`config.mk`:
```
export PLATFORM = sky130hd
export DESIGN_NAME = dmem_arbiter_flat
export DESIGN_NICKNAME = d
export VERILOG_FILES = /design/src/rtl/dmem_arbiter_if.sv /design/src/rtl/dmem_arbiter.sv /design/src/flat_wrapper.sv
export SDC_FILE = /design/constraint.sdc
export NUM_CORES = 1
export LEC_CHECK = 0
export CAP_MARGIN = 5
export CORE_ASPECT_RATIO = 2
export CORE_UTILIZATION = 43
export DETAILED_ROUTE_END_ITERATION = 10
export GPL_ROUTABILITY_DRIVEN = 0
export PLACE_DENSITY = 0.85
export SLEW_MARGIN = 5
export SYNTH_ARGS = -nofsm -noshare
export SYNTH_HDL_FRONTEND = slang
export SYNTH_SLANG_ARGS = --single-unit
```
`constraint.sdc`:
```
create_clock -name CLOCK_50 -period 2.66 [get_ports CLOCK_50]
set_clock_uncertainty 0.05 [all_clocks]
set_input_delay 0.665 -clock CLOCK_50 [delete_from_list [all_inputs] [get_ports CLOCK_50]]
set_output_delay 0.665 -clock CLOCK_50 [all_outputs]
set_load 0.05 [all_outputs]
```
`src/rtl/dmem_arbiter_if.sv`:
```
// Bus bundle between the data-memory arbiter, its two requesters and the memory.
// Counter signals exist only when DMEM_ARB_STATS_EN is defined.
interface dmem_arbiter_if #(
  parameter int unsigned ADDR_W = 16,
  parameter int unsigned DATA_W = 32
);
  logic              cpu_req;
  logic              cpu_we;
  logic [ADDR_W-1:0] cpu_addr;
  logic [DATA_W-1:0] cpu_wdata;
  logic              cpu_gnt;
  logic              cpu_rvalid;
  logic [DATA_W-1:0] cpu_rdata;

  logic              host_req;
  logic              host_we;
  logic [ADDR_W-1:0] host_addr;
  logic [DATA_W-1:0] host_wdata;
  logic              host_lock;
  logic              host_gnt;
  logic              host_rvalid;
  logic [DATA_W-1:0] host_rdata;

  logic              mem_en;
  logic              mem_we;
  logic [ADDR_W-1:0] mem_addr;
  logic [DATA_W-1:0] mem_wdata;
  logic [DATA_W-1:0] mem_rdata;

`ifdef DMEM_ARB_STATS_EN
  logic [31:0]       cpu_grant_cnt;
  logic [31:0]       host_grant_cnt;
  logic [31:0]       conflict_cnt;
`endif

  // Arbiter side.
  modport slave (
    input  cpu_req, cpu_we, cpu_addr, cpu_wdata,
    output cpu_gnt, cpu_rvalid, cpu_rdata,
    input  host_req, host_we, host_addr, host_wdata, host_lock,
    output host_gnt, host_rvalid, host_rdata,
    output mem_en, mem_we, mem_addr, mem_wdata,
    input  mem_rdata
`ifdef DMEM_ARB_STATS_EN
    ,
    output cpu_grant_cnt, host_grant_cnt, conflict_cnt
`endif
  );

  // Requester / memory side.
  modport master (
    output cpu_req, cpu_we, cpu_addr, cpu_wdata,
    input  cpu_gnt, cpu_rvalid, cpu_rdata,
    output host_req, host_we, host_addr, host_wdata, host_lock,
    input  host_gnt, host_rvalid, host_rdata,
    input  mem_en, mem_we, mem_addr, mem_wdata,
    output mem_rdata
`ifdef DMEM_ARB_STATS_EN
    ,
    input  cpu_grant_cnt, host_grant_cnt, conflict_cnt
`endif
  );
endinterface

```
`src/rtl/dmem_arbiter.sv`:
```
// CPU/host arbiter for the single-port data memory: CPU priority, bounded host starvation,
// host burst lock, 1-cycle read return. Optional grant counters under DMEM_ARB_STATS_EN.
module dmem_arbiter #(
  parameter int unsigned ADDR_W     = 16,
  parameter int unsigned DATA_W     = 32,
  parameter int unsigned STARVE_MAX = 4
) (
  input logic           CLOCK_50,
  input logic           rst,
  dmem_arbiter_if.slave bus
);

  typedef enum logic {OwnCpu, OwnHost} owner_e;

  localparam logic [3:0] StarveMax = 4'(STARVE_MAX);

  logic [3:0]        starve_q;
  owner_e            last_q;
  logic              rd_pend_q;
  owner_e            rd_own_q;
  logic [ADDR_W-1:0] addr_q;
  logic [DATA_W-1:0] wdata_q;
  logic [DATA_W-1:0] cpu_rdata_q;
  logic [DATA_W-1:0] host_rdata_q;

  logic              host_pri;
  logic              host_gnt;
  logic              cpu_gnt;
  logic              mem_en;
  logic              mem_we;
  logic [ADDR_W-1:0] mem_addr;
  logic [DATA_W-1:0] mem_wdata;
  logic              cpu_rvalid;
  logic              host_rvalid;

  always_comb begin
    host_pri = (starve_q == StarveMax) || ((last_q == OwnHost) && bus.host_lock);
    // Grants are forced low during reset so nothing reaches the memory.
    host_gnt = rst && bus.host_req && (!bus.cpu_req || host_pri);
    cpu_gnt  = rst && bus.cpu_req && !host_gnt;
    mem_en   = cpu_gnt || host_gnt;

    mem_we    = 1'b0;
    mem_addr  = addr_q;
    mem_wdata = wdata_q;
    if (host_gnt) begin
      mem_we    = bus.host_we;
      mem_addr  = bus.host_addr;
      mem_wdata = bus.host_wdata;
    end else if (cpu_gnt) begin
      mem_we    = bus.cpu_we;
      mem_addr  = bus.cpu_addr;
      mem_wdata = bus.cpu_wdata;
    end

    cpu_rvalid  = rd_pend_q && (rd_own_q == OwnCpu);
    host_rvalid = rd_pend_q && (rd_own_q == OwnHost);
  end

  assign bus.cpu_gnt     = cpu_gnt;
  assign bus.host_gnt    = host_gnt;
  assign bus.mem_en      = mem_en;
  assign bus.mem_we      = mem_we;
  assign bus.mem_addr    = mem_addr;
  assign bus.mem_wdata   = mem_wdata;
  assign bus.cpu_rvalid  = cpu_rvalid;
  assign bus.host_rvalid = host_rvalid;
  // Read data is the memory output passed straight through; otherwise the last value holds.
  assign bus.cpu_rdata   = cpu_rvalid  ? bus.mem_rdata : cpu_rdata_q;
  assign bus.host_rdata  = host_rvalid ? bus.mem_rdata : host_rdata_q;

  always_ff @(posedge CLOCK_50 or negedge rst) begin
    if (!rst) begin
      starve_q     <= '0;
      last_q       <= OwnCpu;
      rd_pend_q    <= 1'b0;
      rd_own_q     <= OwnCpu;
      addr_q       <= '0;
      wdata_q      <= '0;
      cpu_rdata_q  <= '0;
      host_rdata_q <= '0;
    end else begin
      if (mem_en) begin
        addr_q  <= mem_addr;
        wdata_q <= mem_wdata;
        last_q  <= host_gnt ? OwnHost : OwnCpu;
      end
      rd_pend_q <= mem_en && !mem_we;
      rd_own_q  <= host_gnt ? OwnHost : OwnCpu;
      if (cpu_rvalid) begin
        cpu_rdata_q <= bus.mem_rdata;
      end
      if (host_rvalid) begin
        host_rdata_q <= bus.mem_rdata;
      end
      if (bus.host_req && !host_gnt) begin
        if (starve_q != StarveMax) begin
          starve_q <= starve_q + 4'd1;
        end
      end else begin
        starve_q <= '0;
      end
    end
  end

`ifdef DMEM_ARB_STATS_EN
  logic [31:0] cpu_cnt_q;
  logic [31:0] host_cnt_q;
  logic [31:0] conf_cnt_q;

  always_ff @(posedge CLOCK_50 or negedge rst) begin
    if (!rst) begin
      cpu_cnt_q  <= '0;
      host_cnt_q <= '0;
      conf_cnt_q <= '0;
    end else begin
      if (cpu_gnt) begin
        cpu_cnt_q <= cpu_cnt_q + 32'd1;
      end
      if (host_gnt) begin
        host_cnt_q <= host_cnt_q + 32'd1;
      end
      if (bus.cpu_req && bus.host_req) begin
        conf_cnt_q <= conf_cnt_q + 32'd1;
      end
    end
  end

  assign bus.cpu_grant_cnt  = cpu_cnt_q;
  assign bus.host_grant_cnt = host_cnt_q;
  assign bus.conflict_cnt   = conf_cnt_q;
`endif

endmodule

```
`src/flat_wrapper.sv`:
```
// flat-port wrapper written by rule: the top's interface ports become plain ports
module dmem_arbiter_flat 
#(
  parameter int unsigned ADDR_W     = 16,
  parameter int unsigned DATA_W     = 32,
  parameter int unsigned STARVE_MAX = 4
)
  (CLOCK_50, rst, bus_cpu_req, bus_cpu_we, bus_cpu_addr, bus_cpu_wdata, bus_cpu_gnt, bus_cpu_rvalid, bus_cpu_rdata, bus_host_req, bus_host_we, bus_host_addr, bus_host_wdata, bus_host_lock, bus_host_gnt, bus_host_rvalid, bus_host_rdata, bus_mem_en, bus_mem_we, bus_mem_addr, bus_mem_wdata, bus_mem_rdata);
  dmem_arbiter_if #(.ADDR_W(ADDR_W), .DATA_W(DATA_W)) bus_i ();
  input logic CLOCK_50;
  input logic rst;
  input wire logic [$bits(bus_i.cpu_req)-1:0] bus_cpu_req;
  input wire logic [$bits(bus_i.cpu_we)-1:0] bus_cpu_we;
  input wire logic [$bits(bus_i.cpu_addr)-1:0] bus_cpu_addr;
  input wire logic [$bits(bus_i.cpu_wdata)-1:0] bus_cpu_wdata;
  output wire logic [$bits(bus_i.cpu_gnt)-1:0] bus_cpu_gnt;
  output wire logic [$bits(bus_i.cpu_rvalid)-1:0] bus_cpu_rvalid;
  output wire logic [$bits(bus_i.cpu_rdata)-1:0] bus_cpu_rdata;
  input wire logic [$bits(bus_i.host_req)-1:0] bus_host_req;
  input wire logic [$bits(bus_i.host_we)-1:0] bus_host_we;
  input wire logic [$bits(bus_i.host_addr)-1:0] bus_host_addr;
  input wire logic [$bits(bus_i.host_wdata)-1:0] bus_host_wdata;
  input wire logic [$bits(bus_i.host_lock)-1:0] bus_host_lock;
  output wire logic [$bits(bus_i.host_gnt)-1:0] bus_host_gnt;
  output wire logic [$bits(bus_i.host_rvalid)-1:0] bus_host_rvalid;
  output wire logic [$bits(bus_i.host_rdata)-1:0] bus_host_rdata;
  output wire logic [$bits(bus_i.mem_en)-1:0] bus_mem_en;
  output wire logic [$bits(bus_i.mem_we)-1:0] bus_mem_we;
  output wire logic [$bits(bus_i.mem_addr)-1:0] bus_mem_addr;
  output wire logic [$bits(bus_i.mem_wdata)-1:0] bus_mem_wdata;
  input wire logic [$bits(bus_i.mem_rdata)-1:0] bus_mem_rdata;
  assign bus_i.cpu_req = bus_cpu_req;
  assign bus_i.cpu_we = bus_cpu_we;
  assign bus_i.cpu_addr = bus_cpu_addr;
  assign bus_i.cpu_wdata = bus_cpu_wdata;
  assign bus_cpu_gnt = bus_i.cpu_gnt;
  assign bus_cpu_rvalid = bus_i.cpu_rvalid;
  assign bus_cpu_rdata = bus_i.cpu_rdata;
  assign bus_i.host_req = bus_host_req;
  assign bus_i.host_we = bus_host_we;
  assign bus_i.host_addr = bus_host_addr;
  assign bus_i.host_wdata = bus_host_wdata;
  assign bus_i.host_lock = bus_host_lock;
  assign bus_host_gnt = bus_i.host_gnt;
  assign bus_host_rvalid = bus_i.host_rvalid;
  assign bus_host_rdata = bus_i.host_rdata;
  assign bus_mem_en = bus_i.mem_en;
  assign bus_mem_we = bus_i.mem_we;
  assign bus_mem_addr = bus_i.mem_addr;
  assign bus_mem_wdata = bus_i.mem_wdata;
  assign bus_i.mem_rdata = bus_mem_rdata;
  dmem_arbiter #(.ADDR_W(ADDR_W), .DATA_W(DATA_W), .STARVE_MAX(STARVE_MAX)) u_core (.CLOCK_50(CLOCK_50), .rst(rst), .bus(bus_i));
endmodule
```
== Yosys cells after proc, flatten, opt, wreduce, memory -nomap -nowiden ==
Cells that the tools add are included.
Operators by class
  multiply operators: 0
  divide/modulo/power cells: 0
  eq/ne operators: 3
  $add $sub $neg: 1
  magnitude comparators: 0
  multiplexer cells: 11
  shifts and indexed selects: 0
  bitwise gates (word level): 1
  reductions and logical operators: 15
Operators with widths (number)
  $mux W32: 4
  $mux W16: 2
  $logic_and A1 B1 Y1: 9
  $mux W4: 2
  $add A4 B1 Y4 const B: 1
  $eq A4 B3 Y1 const B: 1
  $ne A4 B3 Y1 const B: 1
  $logic_not A1 Y1: 3
  $logic_or A1 B1 Y1: 3
  $mux W1: 3
  $ne A2 B2 Y1 const B: 1
  $not A1 Y1: 1
Storage, ports and cells
  memories: 0
  RAM bits: 0
  input bits: 135
  output and inout port bits: 118
  latch bits: 0
  register bits: 119
  bits in read-only memories: 0

== Logic depth before layout (Yosys ltp) ==
  depth in word-level cells: 10
  mapped depth: 8
  gate-level depth less buffers: 5

== Least setup slack after synthesis ==
No wires, ideal clock.
  path kind: input-to-output
  start point: in bus_cpu_req
  end point: out bus_mem_we
  buffers on the path: 0
  arrival: 1949 ps
  required time: 1945 ps
  stages on the path: 3
  setup slack: -4 ps
  cells stage by stage: a21boi_1 a21oi_1 mux2i_1
On the way
  word-level cells in the longest chain between the ends: 7
  elaborated cells on any way between the ends: 8
  classes of those cells: mux: 2; reduce/logical: 6
RTL lines
  start: declaration: RTL line flat_wrapper.sv:12  | input wire logic [$bits(bus_i.cpu_req)-1:0] bus_cpu_req;
  $logic_not A1 Y1: RTL line dmem_arbiter.sv:39  | host_gnt = rst && bus.host_req && (!bus.cpu_req || host_pri);
  $logic_or A1 B1 Y1: RTL line dmem_arbiter.sv:39
  $logic_and A1 B1 Y1: RTL line dmem_arbiter.sv:39
  $logic_not A1 Y1: RTL line dmem_arbiter.sv:40  | cpu_gnt = rst && bus.cpu_req && !host_gnt;
  $logic_and A1 B1 Y1: RTL line dmem_arbiter.sv:40
  $mux W1: RTL line dmem_arbiter.sv:50  | end else if (cpu_gnt) begin
  $mux W1 *: RTL line dmem_arbiter.sv:46  | if (host_gnt) begin
  end: declaration: RTL line flat_wrapper.sv:28  | output wire logic [$bits(bus_i.mem_we)-1:0] bus_mem_we;
Every way passes the cells marked *; elsewhere a longest branch is shown, timed or not.

== Worst setup path in the final report ==
  start point: reg u_core.starve_q[0]
  end point: out bus_mem_wdata[27]
On the way
  word-level cells in the longest chain between the ends: 8
RTL lines
  start: declaration: RTL line dmem_arbiter.sv:17  | logic [3:0] starve_q;
  start signal: assignment: RTL line dmem_arbiter.sv:98  | starve_q <= starve_q + 4'd1;
  $eq A4 B3 Y1 *: RTL line dmem_arbiter.sv:37  | host_pri = (starve_q == StarveMax) || ((last_q == OwnHost) && bus.host_lock);
  $logic_or A1 B1 Y1 *: RTL line dmem_arbiter.sv:37
  $logic_or A1 B1 Y1 *: RTL line dmem_arbiter.sv:39
  $logic_and A1 B1 Y1 *: RTL line dmem_arbiter.sv:39
  $logic_not A1 Y1: RTL line dmem_arbiter.sv:40
  $logic_and A1 B1 Y1: RTL line dmem_arbiter.sv:40
  $mux W32: RTL line dmem_arbiter.sv:50
  $mux W32 *: RTL line dmem_arbiter.sv:46
  end: declaration: RTL line flat_wrapper.sv:30  | output wire logic [$bits(bus_i.mem_wdata)-1:0] bus_mem_wdata;
Marked as above.

==> reports/qor.yml <==
routed_wl_mm: 17.70
grtUsageTotal_pct: 25.66
worst_skew_pair.late_latency_ps: 400
irDropWorstVdd_uv: 540.7
setup_ws_ps: -140.8
start_kind: "flip-flop"
synth.avg_cell_area_um2: 14.90
core_mm2: 0.01307
setup.worst_path.class: "reg2out"
nFillCells: 715
critPathTopFamily: "buffers and inverters"
dieHeight_um: 165.8
post-dp-hpwl_mm: 11.83
start_util_pct: 44.14
final_cell_area_mm2: 0.01032
dr.first_iter.drc_count: 176
min_path_type: "in2async"
clk_path_buf_depth: 2
ant_nets: 0
num_vias: 4479
drtPass1Iterations: 7
cp_cell_sequence: "inv_2, ha_4, nand3b_4, a21o_4, buf_12, mux2_4, buf_6"
cts-root-buf: "clkbuf_16"
slowest_delay_ps: 400
setup_viol: 48
grt_max_degree: 70
cts_tree: "yes"
finalMaxSlewViolations: 0
finalCritPeriodShare_pct: 105.3
antenna_found_initial: 1
ios: 253
netlist_area_mm2: 0.005768
die_w_um: 83.90
yosysSeqAreaShare_pct: 51.63
drt-vias-per-instance: 5.214
ys_seq_elements: 119
critical_path.max_fanout: 13
row_count: 59
place_area_mm2: 0.008890
status: "finished with violations"
rsz0062_at_grt: "yes"
fin_total_pwr_mw: 9.136
hold_viol: 0
mostFrequentLayoutCell: "mux2_2"
tightest_slew_ps: 862.0
cp-end-kind: "output port"
drc: 35
crit_required_ps: 1950
htree_levels: 4
synthCells: 387
ys_types: 24
max_freq_ghz: 0.3570
numCtsBuffers: 17
fin_crit_ps: 2801
dieArea_mm2: 0.01391
cts.sinks: 119
slowest_stage: "dfrtp_1"
violations: "DRC, setup timing"
p_leak_nw: 4.665
clkTransAtPathRegs_ps: 60
path_buf_inv: 3
grt_pass1_wl_mm: 27.19
drt-wirelength-per-cell_um: 20.60
drive_gt1_share_pct: 60.76
arrival_ps: 2090
syn_to_final_growth_pct: 78.87
yosys_warnings: 0
numPortBuffers: 252
power.density_mw_per_mm2: 885.5
cap_violations: 0
slew_headroom_pct: 42.53
layout_common_cells: "mux2_2 (169), clkdlybuf4s50_1 (130), dfrtp_1 (119)"
syn_nets: 524
fin_nets: 830
overflow: 0
grt_pass1_vias: 5154
-- worst register-to-register path, cell delays in order, from the launching register on --
cell and delay [ps]:
dfrtp_1 400, inv_2 90, ha_4 160, nand3b_4 100, a21o_4 270, buf_16 150
buf_4 170, buf_4 150, mux2_2 270
-- stage by stage --
stage	utilization (%)	setup TNS (ps)	hold slack, ps	cells	setup WS [ps]
5_1_grt	78.96	-7573	266.6	859	-185.5
3_3_place_gp	68.04	-20920	431.9	793	-449.3
6_report	78.96	-4908	273.6	859	-140.8
3_5_place_dp	68.04	-23410	436.3	793	-513.7
4_1_cts	77.91	-6420	255.6	849	-206.7
2_1_floorplan	-	0	319.4	387	151.7
-- Yosys cell counts --
| library cell | n | area share, % |
|---|---|---|
| buf_6 | 4 | 0.78 |
| nor2b_1 | 2 | 0.22 |
| a21oi_1 | 1 | 0.087 |
| ha_1 | 2 | 0.43 |
| xnor2_1 | 2 | 0.30 |
| and3b_1 | 1 | 0.15 |
| a21boi_0 | 1 | 0.13 |
| nand3_1 | 2 | 0.17 |
| nand3b_4 | 1 | 0.35 |
| nor2_1 | 3 | 0.20 |
| a21boi_1 | 1 | 0.13 |
| buf_1 | 3 | 0.20 |
| a211oi_1 | 1 | 0.13 |
| o21a_1 | 1 | 0.13 |
| mux2_4 | 18 | 4.7 |
| buf_2 | 15 | 1.3 |
| nand2_1 | 6 | 0.39 |
| clkbuf_1 | 1 | 0.065 |
| inv_1 | 5 | 0.33 |
| mux2_2 | 191 | 37 |
| mux2i_1 | 3 | 0.52 |
| dfrtp_1 | 119 | 52 |
| nor3_1 | 3 | 0.26 |
| a21o_1 | 1 | 0.13 |
-- where the power goes --
part           switching (mW)  internal (mW)  leakage (nW)
clock network           0.887           1.40         0.285
logic                    2.42           2.07          2.98
registers               0.126           2.23          1.40
total                    3.43           5.70          4.66
-- final timing paths --
path	startpoint	end	slack, ps	cells past startpoint
setup reg to reg	u_core.starve_q[0]	u_core.wdata_q[8]	720	8
min in group CLOCK_50	u_core.cpu_rdata_q[14]	u_core.cpu_rdata_q[14]	450	1
max in group asynchronous	rst	u_core.wdata_q[28]	1230	4
setup / recovery	u_core.starve_q[0]	bus_mem_wdata[27]	-140	7
hold / removal	rst	u_core.starve_q[0]	270	3
hold reg to reg	u_core.cpu_rdata_q[14]	u_core.cpu_rdata_q[14]	450	1
-- repair_timing --
| action | 4_1_cts | 5_1_grt |
|---|---|---|
| setup endpoints to repair | 51 | 50 |
| hold buffers | 0 | 0 |
| pin swaps | 4 | 6 |
| cloned | 7 | 0 |
| buffers inserted | 17 | 10 |
| gates resized for setup | 99 | 23 |
-- layer usage --
metal,global-route usage [%],vias to the layer above,wire [µm]
li1,-,2009,-
met1,24.03,2237,5571
met2,51.32,195,10620
met3,5.417,38,944
met4,11.24,0,562
met5,0,-,0
-- state kept, by name, summed over array words and instances (netlist names) --
name                 count
u_core.last_q            1
u_core.wdata_q          32
u_core.rd_pend_q         1
u_core.rd_own_q          1
u_core.host_rdata_q     32
u_core.starve_q          4
u_core.cpu_rdata_q      32
u_core.addr_q           16
-- cell families after synthesis --
group	Yosys count	share of synthesized area, %
muxes	212	42.49
AOI/OAI and AO/OA	6	0.7377
xor gates and xnor gates	2	0.3037
DFF	119	51.63
buffers and inverters	28	2.668
adders and majority gates	2	0.4338
and+or+nand+nor	18	1.735
-- layout make-up --
class | count | area [µm²] | area share (%)
sequential | 119 | 2978 | 28.86
timing repair buffer | 309 | 3736 | 36.21
clock inverter | 14 | 161.4 | 1.564
inverter | 5 | 18.77 | 0.1819
tap | 152 | 190.2 | 1.843
clock buffer | 18 | 429.2 | 4.160
antenna | 1 | 2.502 | 0.02425
multi-input combinational | 241 | 2801 | 27.15
No activity file was read; power rests on OpenSTA's default activity.
